$ cat src/rtl/move_sequencer_pkg.sv
// Shared types and constants for the falling-piece move sequencer:
// FSM state encoding, event indices (index order is priority order), default geometry.
package move_sequencer_pkg;

   localparam int DEF_X_BITS   = 4;
   localparam int DEF_Y_BITS   = 5;
   localparam int DEF_ROT_BITS = 2;
   localparam int DEF_SPAWN_X  = 4;
   localparam int DEF_SPAWN_Y  = 0;

   localparam int NUM_EV = 6;

   typedef enum logic [2:0] {
      ST_IDLE  = 3'd0,
      ST_TEST  = 3'd1,
      ST_DROP  = 3'd2,
      ST_LOCK  = 3'd3,
      ST_SPAWN = 3'd4,
      ST_HALT  = 3'd5,
      ST_KICK  = 3'd6
   } state_t;

   // Lower index wins arbitration: tick > left > right > rotate > down > drop.
   typedef enum logic [2:0] {
      EV_TICK  = 3'd0,
      EV_LEFT  = 3'd1,
      EV_RIGHT = 3'd2,
      EV_ROT   = 3'd3,
      EV_DOWN  = 3'd4,
      EV_DROP  = 3'd5
   } ev_t;

   function automatic logic [NUM_EV-1:0] prio_pick(input logic [NUM_EV-1:0] req);
      return req & (~req + {{(NUM_EV-1){1'b0}}, 1'b1});
   endfunction

endpackage

$ cat src/rtl/move_sequencer_if.sv
// Candidate-test handshake between the move sequencer (master) and the collision checker (slave).
interface move_sequencer_if #(
   parameter int X_BITS   = 4,
   parameter int Y_BITS   = 5,
   parameter int ROT_BITS = 2
);
   logic                test_req;
   logic [X_BITS-1:0]   test_pos_x;
   logic [Y_BITS-1:0]   test_pos_y;
   logic [ROT_BITS-1:0] test_rot;
   logic                test_ack;
   logic                test_hit;

   modport master (
      output test_req, test_pos_x, test_pos_y, test_rot,
      input  test_ack, test_hit
   );

   modport slave (
      input  test_req, test_pos_x, test_pos_y, test_rot,
      output test_ack, test_hit
   );
endinterface

$ cat src/rtl/move_sequencer_arbiter.sv
// Sticky per-event pending bits with fixed-priority one-hot grant.
// A pulse in the current cycle is visible to the grant immediately so IDLE can launch without delay.
module move_arbiter
   import move_sequencer_pkg::*;
(
   input  logic              clk,
   input  logic              rst_n,
   input  logic              flush_i,
   input  logic [NUM_EV-1:0] set_i,
   input  logic [NUM_EV-1:0] clr_i,
   output logic [NUM_EV-1:0] grant_o
);

   logic [NUM_EV-1:0] pend_q;
   logic [NUM_EV-1:0] pend_d;
   logic [NUM_EV-1:0] merged_s;

   // Next pending set: merge new pulses, drop the launched event, or flush everything.
   always_comb begin
      merged_s = pend_q | set_i;
      if (flush_i) begin
         pend_d = '0;
      end else begin
         pend_d = merged_s & ~clr_i;
      end
   end

   // Pending register.
   always_ff @(posedge clk or negedge rst_n) begin
      if (!rst_n) begin
         pend_q <= '0;
      end else begin
         pend_q <= pend_d;
      end
   end

   assign grant_o = prio_pick(merged_s);

endmodule

$ cat src/rtl/move_sequencer.sv
// Sequences piece moves, hard drop, lock and respawn through the shared collision checker.
// Define MOVE_SEQUENCER_WALL_KICK_EN to retry a blocked rotation at x-1 then x+1.
module move_sequencer
   import move_sequencer_pkg::*;
#(
   parameter int X_BITS   = DEF_X_BITS,
   parameter int Y_BITS   = DEF_Y_BITS,
   parameter int ROT_BITS = DEF_ROT_BITS,
   parameter int SPAWN_X  = DEF_SPAWN_X,
   parameter int SPAWN_Y  = DEF_SPAWN_Y
) (
   input  logic                clk,
   input  logic                rst_n,
   input  logic                play_en_i,
   input  logic                game_tick_i,
   input  logic                btn_left_en_i,
   input  logic                btn_right_en_i,
   input  logic                btn_rotate_en_i,
   input  logic                btn_down_en_i,
   input  logic                btn_drop_en_i,
   move_sequencer_if.master    test_if,
   output logic [X_BITS-1:0]   cur_pos_x_o,
   output logic [Y_BITS-1:0]   cur_pos_y_o,
   output logic [ROT_BITS-1:0] cur_rot_o,
   output logic                lock_pulse_o,
   output logic                game_over_o
);

   state_t              state_q;
   ev_t                 kind_q;
   logic [X_BITS-1:0]   cur_x_q;
   logic [Y_BITS-1:0]   cur_y_q;
   logic [ROT_BITS-1:0] cur_rot_q;
   logic [X_BITS-1:0]   tst_x_q;
   logic [Y_BITS-1:0]   tst_y_q;
   logic [ROT_BITS-1:0] tst_rot_q;
   logic                req_q;
   logic                lock_q;
   logic                game_over_q;
   logic                drop_mode_q;
`ifdef MOVE_SEQUENCER_WALL_KICK_EN
   logic [1:0]          kick_q;
`endif

   logic [NUM_EV-1:0]   set_s;
   logic [NUM_EV-1:0]   clr_s;
   logic [NUM_EV-1:0]   grant_s;
   logic                flush_s;
   logic [X_BITS-1:0]   cand_x_s;
   logic [Y_BITS-1:0]   cand_y_s;
   logic [ROT_BITS-1:0] cand_rot_s;
   ev_t                 cand_kind_s;

   assign set_s = {btn_drop_en_i, btn_down_en_i, btn_rotate_en_i,
                   btn_right_en_i, btn_left_en_i, game_tick_i};

   // Pending-bit maintenance: clear on launch, ticks ignored during drop, flush on lock or leaving play.
   always_comb begin
      clr_s   = '0;
      flush_s = 1'b0;
      if (state_q != ST_HALT && !play_en_i) begin
         flush_s = 1'b1;
      end else if (state_q == ST_LOCK) begin
         flush_s = 1'b1;
      end else if (state_q == ST_IDLE) begin
         clr_s = grant_s;
      end else if (state_q == ST_DROP) begin
         clr_s[EV_TICK] = 1'b1;
      end else begin
         clr_s = '0;
      end
   end

   move_arbiter u_arbiter (
      .clk     (clk),
      .rst_n   (rst_n),
      .flush_i (flush_s),
      .set_i   (set_s),
      .clr_i   (clr_s),
      .grant_o (grant_s)
   );

   // Candidate position for the granted event.
   always_comb begin
      cand_x_s    = cur_x_q;
      cand_y_s    = cur_y_q;
      cand_rot_s  = cur_rot_q;
      cand_kind_s = EV_TICK;
      if (grant_s[EV_TICK]) begin
         cand_y_s    = cur_y_q + Y_BITS'(1);
         cand_kind_s = EV_TICK;
      end else if (grant_s[EV_LEFT]) begin
         cand_x_s    = cur_x_q - X_BITS'(1);
         cand_kind_s = EV_LEFT;
      end else if (grant_s[EV_RIGHT]) begin
         cand_x_s    = cur_x_q + X_BITS'(1);
         cand_kind_s = EV_RIGHT;
      end else if (grant_s[EV_ROT]) begin
         cand_rot_s  = cur_rot_q + ROT_BITS'(1);
         cand_kind_s = EV_ROT;
      end else if (grant_s[EV_DOWN]) begin
         cand_y_s    = cur_y_q + Y_BITS'(1);
         cand_kind_s = EV_DOWN;
      end else if (grant_s[EV_DROP]) begin
         cand_y_s    = cur_y_q + Y_BITS'(1);
         cand_kind_s = EV_DROP;
      end else begin
         cand_kind_s = EV_TICK;
      end
   end

   // Sequencer FSM; test_pos falls back to cur_* whenever a candidate is discarded.
   always_ff @(posedge clk or negedge rst_n) begin
      if (!rst_n) begin
         state_q     <= ST_IDLE;
         kind_q      <= EV_TICK;
         cur_x_q     <= X_BITS'(SPAWN_X);
         cur_y_q     <= Y_BITS'(SPAWN_Y);
         cur_rot_q   <= '0;
         tst_x_q     <= X_BITS'(SPAWN_X);
         tst_y_q     <= Y_BITS'(SPAWN_Y);
         tst_rot_q   <= '0;
         req_q       <= 1'b0;
         lock_q      <= 1'b0;
         game_over_q <= 1'b0;
         drop_mode_q <= 1'b0;
`ifdef MOVE_SEQUENCER_WALL_KICK_EN
         kick_q      <= 2'd0;
`endif
      end else if (state_q != ST_HALT && !play_en_i) begin
         state_q     <= ST_IDLE;
         req_q       <= 1'b0;
         lock_q      <= 1'b0;
         drop_mode_q <= 1'b0;
         tst_x_q     <= cur_x_q;
         tst_y_q     <= cur_y_q;
         tst_rot_q   <= cur_rot_q;
      end else begin
         lock_q <= 1'b0;
         case (state_q)
            ST_IDLE: begin
               if (|grant_s) begin
                  req_q     <= 1'b1;
                  tst_x_q   <= cand_x_s;
                  tst_y_q   <= cand_y_s;
                  tst_rot_q <= cand_rot_s;
                  kind_q    <= cand_kind_s;
                  state_q   <= ST_TEST;
                  if (cand_kind_s == EV_DROP) begin
                     drop_mode_q <= 1'b1;
                  end
`ifdef MOVE_SEQUENCER_WALL_KICK_EN
                  kick_q <= 2'd0;
`endif
               end
            end
            ST_TEST: begin
               if (test_if.test_ack && req_q) begin
                  req_q <= 1'b0;
                  if (!test_if.test_hit) begin
                     cur_x_q   <= tst_x_q;
                     cur_y_q   <= tst_y_q;
                     cur_rot_q <= tst_rot_q;
                     state_q   <= drop_mode_q ? ST_DROP : ST_IDLE;
                  end else if (kind_q == EV_ROT) begin
`ifdef MOVE_SEQUENCER_WALL_KICK_EN
                     if (kick_q == 2'd0) begin
                        tst_x_q <= cur_x_q - X_BITS'(1);
                        kick_q  <= 2'd1;
                        state_q <= ST_KICK;
                     end else if (kick_q == 2'd1) begin
                        tst_x_q <= cur_x_q + X_BITS'(1);
                        kick_q  <= 2'd2;
                        state_q <= ST_KICK;
                     end else begin
                        tst_x_q   <= cur_x_q;
                        tst_rot_q <= cur_rot_q;
                        state_q   <= ST_IDLE;
                     end
`else
                     tst_rot_q <= cur_rot_q;
                     state_q   <= ST_IDLE;
`endif
                  end else if (kind_q == EV_LEFT || kind_q == EV_RIGHT) begin
                     tst_x_q <= cur_x_q;
                     state_q <= ST_IDLE;
                  end else begin
                     tst_y_q <= cur_y_q;
                     lock_q  <= 1'b1;
                     state_q <= ST_LOCK;
                  end
               end
            end
            ST_KICK: begin
               req_q   <= 1'b1;
               state_q <= ST_TEST;
            end
            ST_DROP: begin
               req_q     <= 1'b1;
               tst_x_q   <= cur_x_q;
               tst_y_q   <= cur_y_q + Y_BITS'(1);
               tst_rot_q <= cur_rot_q;
               kind_q    <= EV_DROP;
               state_q   <= ST_TEST;
            end
            ST_LOCK: begin
               drop_mode_q <= 1'b0;
               req_q       <= 1'b1;
               tst_x_q     <= X_BITS'(SPAWN_X);
               tst_y_q     <= Y_BITS'(SPAWN_Y);
               tst_rot_q   <= '0;
               state_q     <= ST_SPAWN;
            end
            ST_SPAWN: begin
               if (test_if.test_ack && req_q) begin
                  req_q <= 1'b0;
                  if (!test_if.test_hit) begin
                     cur_x_q   <= tst_x_q;
                     cur_y_q   <= tst_y_q;
                     cur_rot_q <= tst_rot_q;
                     state_q   <= ST_IDLE;
                  end else begin
                     game_over_q <= 1'b1;
                     tst_x_q     <= cur_x_q;
                     tst_y_q     <= cur_y_q;
                     tst_rot_q   <= cur_rot_q;
                     state_q     <= ST_HALT;
                  end
               end
            end
            ST_HALT: begin
               state_q <= ST_HALT;
            end
            default: begin
               req_q   <= 1'b0;
               state_q <= ST_IDLE;
            end
         endcase
      end
   end

   assign test_if.test_req   = req_q;
   assign test_if.test_pos_x = tst_x_q;
   assign test_if.test_pos_y = tst_y_q;
   assign test_if.test_rot   = tst_rot_q;
   assign cur_pos_x_o        = cur_x_q;
   assign cur_pos_y_o        = cur_y_q;
   assign cur_rot_o          = cur_rot_q;
   assign lock_pulse_o       = lock_q;
   assign game_over_o        = game_over_q;

endmodule

$ cat src/flat_wrapper.sv
// flat-port wrapper written by rule: the top's interface ports become plain ports
module move_sequencer_flat import move_sequencer_pkg::*;
#(
   parameter int X_BITS   = DEF_X_BITS,
   parameter int Y_BITS   = DEF_Y_BITS,
   parameter int ROT_BITS = DEF_ROT_BITS,
   parameter int SPAWN_X  = DEF_SPAWN_X,
   parameter int SPAWN_Y  = DEF_SPAWN_Y
)
  (clk, rst_n, play_en_i, game_tick_i, btn_left_en_i, btn_right_en_i, btn_rotate_en_i, btn_down_en_i, btn_drop_en_i, cur_pos_x_o, cur_pos_y_o, cur_rot_o, lock_pulse_o, game_over_o, test_if_test_req, test_if_test_pos_x, test_if_test_pos_y, test_if_test_rot, test_if_test_ack, test_if_test_hit);
  move_sequencer_if #(.X_BITS(X_BITS), .Y_BITS(Y_BITS), .ROT_BITS(ROT_BITS)) test_if_i ();
  input  logic clk;
  input  logic rst_n;
  input  logic play_en_i;
  input  logic game_tick_i;
  input  logic btn_left_en_i;
  input  logic btn_right_en_i;
  input  logic btn_rotate_en_i;
  input  logic btn_down_en_i;
  input  logic btn_drop_en_i;
  output logic [X_BITS-1:0] cur_pos_x_o;
  output logic [Y_BITS-1:0] cur_pos_y_o;
  output logic [ROT_BITS-1:0] cur_rot_o;
  output logic lock_pulse_o;
  output logic game_over_o;
  output wire logic [$bits(test_if_i.test_req)-1:0] test_if_test_req;
  output wire logic [$bits(test_if_i.test_pos_x)-1:0] test_if_test_pos_x;
  output wire logic [$bits(test_if_i.test_pos_y)-1:0] test_if_test_pos_y;
  output wire logic [$bits(test_if_i.test_rot)-1:0] test_if_test_rot;
  input wire logic [$bits(test_if_i.test_ack)-1:0] test_if_test_ack;
  input wire logic [$bits(test_if_i.test_hit)-1:0] test_if_test_hit;
  assign test_if_test_req = test_if_i.test_req;
  assign test_if_test_pos_x = test_if_i.test_pos_x;
  assign test_if_test_pos_y = test_if_i.test_pos_y;
  assign test_if_test_rot = test_if_i.test_rot;
  assign test_if_i.test_ack = test_if_test_ack;
  assign test_if_i.test_hit = test_if_test_hit;
  move_sequencer #(.X_BITS(X_BITS), .Y_BITS(Y_BITS), .ROT_BITS(ROT_BITS), .SPAWN_X(SPAWN_X), .SPAWN_Y(SPAWN_Y)) u_core (.clk(clk), .rst_n(rst_n), .play_en_i(play_en_i), .game_tick_i(game_tick_i), .btn_left_en_i(btn_left_en_i), .btn_right_en_i(btn_right_en_i), .btn_rotate_en_i(btn_rotate_en_i), .btn_down_en_i(btn_down_en_i), .btn_drop_en_i(btn_drop_en_i), .test_if(test_if_i), .cur_pos_x_o(cur_pos_x_o), .cur_pos_y_o(cur_pos_y_o), .cur_rot_o(cur_rot_o), .lock_pulse_o(lock_pulse_o), .game_over_o(game_over_o));
endmodule
$ cat config.mk
export PLATFORM = sky130hd
export DESIGN_NAME = move_sequencer_flat
export DESIGN_NICKNAME = d
export VERILOG_FILES = /design/src/rtl/move_sequencer_pkg.sv /design/src/rtl/move_sequencer_if.sv /design/src/rtl/move_sequencer_arbiter.sv /design/src/rtl/move_sequencer.sv /design/src/flat_wrapper.sv
export SDC_FILE = /design/constraint.sdc
export NUM_CORES = 1
export LEC_CHECK = 0
export BUFFER_PORTS_ARGS = -buffer_cell sky130_fd_sc_hd__clkbuf_2
export CORE_ASPECT_RATIO = 1.4
export CORE_MARGIN = 10
export CORE_UTILIZATION = 35
export CTS_BUF_LIST = sky130_fd_sc_hd__clkbuf_8
export CTS_CLUSTER_DIAMETER = 60
export DETAILED_ROUTE_END_ITERATION = 16
export GPL_ROUTABILITY_DRIVEN = 0
export GPL_TIMING_DRIVEN = 0
export PLACE_DENSITY = 0.58
export SKIP_LAST_GASP = 1
export SLEW_MARGIN = 10
export SYNTH_ARGS = -nofsm -noshare
export SYNTH_HDL_FRONTEND = slang
export SYNTH_SLANG_ARGS = --single-unit
$ cat constraint.sdc
create_clock -name clk -period 2.3 [get_ports clk]
set_clock_uncertainty 0.2 [all_clocks]
set_input_delay 0 -clock clk [delete_from_list [all_inputs] [get_ports clk]]
set_output_delay 0 -clock clk [all_outputs]
set_load 0.01 [all_outputs]
==> flow_summary_export.csv <==
group,metric,value,unit
cells_and_area,utilization_of_the_core_after_routing,0.4603,
detailed_routing,drc,0,
cells_and_area,area_delta_synth_final,26.74,%
floorplan,num_rows,37,
cells_and_area,layout-drive-gt1-share,0.3204,
synth,synthesis.area,2690,sq um
clocking,htreeDepth,2,
clocking,cts.path.max_buffers,2,
synth,post_synth_edffs,0,
synth,post-synth-top-area-fraction,0.3349,
synth,async_flop_share,1.000,
critical_path,setup.worst_path.end_class,"flip-flop",
synth,post_synth_cell_types,68,
cells_and_area,number_of_inserted_filler_cells_in_the_final_layout,749,
critical_path,critical_path_peak_fanout,9,
timing,grt_setup_unrepaired,"true",
detailed_routing,routed-via-count,2671,
floorplan,floorplan.io_pins,36,
status,result_of_the_run,"finished with violations",
synth,syn_inst,300,
timing,period_share,0.9903,
timing,hold-worst-slack,-0.006508,ns
synth,synth.net_count,314,
floorplan,die_width,94.10,um
critical_path,worstSetupStartpointType,"flip-flop",
floorplan,initial_utilization,0.3632,
placement,hpwlAfterDp,6458,um
critical_path,critPathRequiredTime,2.28,ns
synth,netlist.top_cell.by_area,"sky130_fd_sc_hd__dfrtp_1",
grt,antenna_violations_before_repair,0,
cells_and_area,antenna_diode_count,0,
detailed_routing,route.detailed.wl_per_inst,18.80,um
synth,yosys-top-cells-area,"sky130_fd_sc_hd__dfrtp_1 (33%), sky130_fd_sc_hd__mux2_2 (6.3%), sky130_fd_sc_hd__o21ai_0 (4.1%), sky130_fd_sc_hd__mux2i_1 (3.7%), sky130_fd_sc_hd__nand2_1 (3.1%)",
floorplan,design.die.area,11640,sq um
power,p_total,0.003309,W
grt,grt_pass1_wl,13420,um
cells_and_area,final_net_count,375,
floorplan,die_h,123.7,um
clocking,clkTransAtPathRegs,0.08,ns
clocking,clockRootBuffer,"sky130_fd_sc_hd__clkbuf_8",
synth,synth_area_per_cell,8.967,sq um
timing,final_critical_path_required_period,2.278,ns
detailed_routing,final_antenna_net_count,0,
floorplan,coreArea,7407,sq um
synth,synth-seq-area-share,0.3544,
power,vdd_ir_drop_max,0.0003246,V
timing,timing.final.hold_violations,1,
clocking,clock_insertion_delay_worst_skew,0.30,ns
synth,ys.flop_type,"sky130_fd_sc_hd__dfrtp_1",
detailed_routing,drt_wl_total,8627,um
status,failed_checks,"negative hold slack",
detailed_routing,detail_route.iter0.violations,191,
timing,worst_slew_pin_slew,0.9666,ns
clocking,cts_num_sinks,38,
timing,timing.final.max_slew_violations,0,
detailed_routing,dr.pass1.iters,5,
timing,max_freq,439.0,MHz
detailed_routing,vias_per_cell,5.819,
grt,grt_remaining_overflow,0,
critical_path,worst-setup-path-type,"flip-flop to flip-flop",
critical_path,crit_path_cell_trace,"buf_6 > or4b_4 > nor4_4 > or2_2 > nor2_4 > mux2_2",
job,maximum_capacitance_violations,0,
critical_path,slowest_delay,0.50,ns
power,power_density,970.6,nW/um^2
synth,ys_ff_latch,38,
grt,grt_usage,0.1465,
critical_path,worst-endpoint-arrival,2.26,ns
clocking,cts_tree,"yes",
hold_path,hold_path.class,"input pin to flip-flop",
timing,maxSlewHeadroom,0.3556,
power,cellLeakagePower,1.458,nW
critical_path,timing.critical_path.slowest_stage_cell,"sky130_fd_sc_hd__or4b_4",
synth,synth-warning-count,0,
grt,pin_count_of_the_biggest_net_entering_global_routing,39,
timing,setup_violations,0,
clocking,cts_inserted_buffers,5,
grt,grt_pass1_vias,2637,
timing,fin_tns_setup,0,ns
placement,portBuffers,34,
## report_power, final
part | leakage, nW | internal [W] | switching (W) | total, W
registers | 0.479 | 0.000881 | 0.000236 | 0.00112
logic | 0.930 | 0.000782 | 0.000954 | 0.00174
clock network | 0.0491 | 0.000206 | 0.000249 | 0.000455
total | 1.46 | 0.00187 | 0.00144 | 0.00331
## Yosys cell counts, types with 6 or more instances
| cell type | n |
|---|---|
| sky130_fd_sc_hd__nand3_1 | 7 |
| sky130_fd_sc_hd__a21oi_1 | 12 |
| sky130_fd_sc_hd__nand2_1 | 22 |
| sky130_fd_sc_hd__mux2_2 | 15 |
| sky130_fd_sc_hd__inv_1 | 7 |
| sky130_fd_sc_hd__o21ai_0 | 22 |
| sky130_fd_sc_hd__nor3_1 | 9 |
| sky130_fd_sc_hd__clkbuf_1 | 9 |
| sky130_fd_sc_hd__mux2i_1 | 10 |
| sky130_fd_sc_hd__o22ai_1 | 6 |
| sky130_fd_sc_hd__nor2_1 | 22 |
| sky130_fd_sc_hd__dfrtp_1 | 36 |
| sky130_fd_sc_hd__buf_2 | 6 |
| sky130_fd_sc_hd__a31oi_1 | 6 |
## state kept, by name, summed over array words and instances, names as in the netlist, 3 cells and up
register / cells
u_core.u_arbiter.pend_q: 6
u_core.cur_pos_y_o: 5
u_core.test_if.test_pos_y: 5
u_core.cur_pos_x_o: 4
u_core.test_if.test_pos_x: 4
u_core.kind_q: 3
u_core.state_q: 3
## per-stage QoR
step	worst slack (ns)	std cells	cell area, sq um
after global placement	-0.1996	431	2982
after global routing	-0.08340	459	3410
final	0.02230	459	3410
after floorplan	0.1608	300	2690
after CTS	-0.06013	449	3214
after detailed placement	-0.2165	431	2982
## path summary, 6_finish.rpt
| check | slack (ns) | startpoint | cells after the start | endpoint |
|---|---|---|---|---|
| max in group asynchronous | 1.05 | rst_n | 2 | u_core.state_q[1] |
| hold / removal | -0.007 | btn_left_en_i | 3 | u_core.u_arbiter.pend_q[2] |
| setup / recovery | 0.02 | u_core.state_q[0] | 6 | u_core.test_if.test_pos_y[1] |
| min in group asynchronous | 0.18 | rst_n | 2 | u_core.kind_q[0] |
| hold reg to reg | 0.26 | u_core.game_over_o | 1 | u_core.game_over_o |
| setup reg to reg | 0.02 | u_core.state_q[0] | 6 | u_core.test_if.test_pos_y[1] |
## area by class of cell
class	count	area, sq um	area share
Timing Repair Buffer	56	360.3	0.1057
Inverter	7	26.28	0.007706
Tap cell	97	121.4	0.03560
Sequential cell	38	955.9	0.2804
Multi-Input combinational cell	236	1778	0.5215
Clock inverter	3	13.76	0.004037
Buffer	17	85.08	0.02495
Clock buffer	5	68.82	0.02018
## cells by family (layout without fill, tap and decap cells)
logic type	Yosys count	after routing	synth area share
buffers and inverters	26	88	0.03907
and+or+nand+nor	100	100	0.2028
xor gates and xnor gates	2	2	0.006513
AOI/OAI and AO/OA	106	106	0.2833
muxes	25	25	0.1000
adders and majority gates	3	3	0.01395
DFF	38	38	0.3544
## what timing repair did
item | in CTS | in global routing
hold endpoints to repair | 48 | 0
hold buffers | 10 | 0
setup endpoints to repair | 18 | 17
gates resized for setup | 14 | 34
pin swaps | 1 | 7
setup buffers | 1 | 11
## layer usage
layer | track usage | part of all wire
met1 | 0.1543 | 0.40
met2 | 0.2613 | 0.51
met3 | 0.02649 | 0.043
met4 | 0.09524 | 0.045
met5 | 0 | 0
## placed cells by master (no fill, tap or decap), types with 4 or more instances in the layout
cell type / n
sky130_fd_sc_hd__mux2_4: 5
sky130_fd_sc_hd__o21ai_0: 21
sky130_fd_sc_hd__clkbuf_2: 34
sky130_fd_sc_hd__nand2b_1: 4
sky130_fd_sc_hd__nand2_1: 19
sky130_fd_sc_hd__o22ai_1: 6
sky130_fd_sc_hd__mux2i_1: 10
sky130_fd_sc_hd__buf_4: 15
sky130_fd_sc_hd__mux2_2: 10
sky130_fd_sc_hd__inv_1: 8
sky130_fd_sc_hd__a221oi_1: 4
sky130_fd_sc_hd__clkbuf_8: 5
sky130_fd_sc_hd__dfrtp_1: 34
sky130_fd_sc_hd__clkbuf_1: 6
sky130_fd_sc_hd__buf_1: 5
sky130_fd_sc_hd__a21oi_1: 12
sky130_fd_sc_hd__nand3_1: 7
sky130_fd_sc_hd__dlygate4sd3_1: 10
sky130_fd_sc_hd__or2_2: 5
sky130_fd_sc_hd__a211oi_1: 5
sky130_fd_sc_hd__o211ai_1: 5
sky130_fd_sc_hd__nor2_1: 19
sky130_fd_sc_hd__nor3_1: 7
sky130_fd_sc_hd__a31oi_1: 5
## critical path: cells and delay by family, from the launching register on
kind | cells | cell delay, ns
flops | 1 | 0.38
mux | 1 | 0.27
simple gates | 4 | 1.17
buf+inv | 1 | 0.14
No activity file was read; power rests on OpenSTA's default activity.
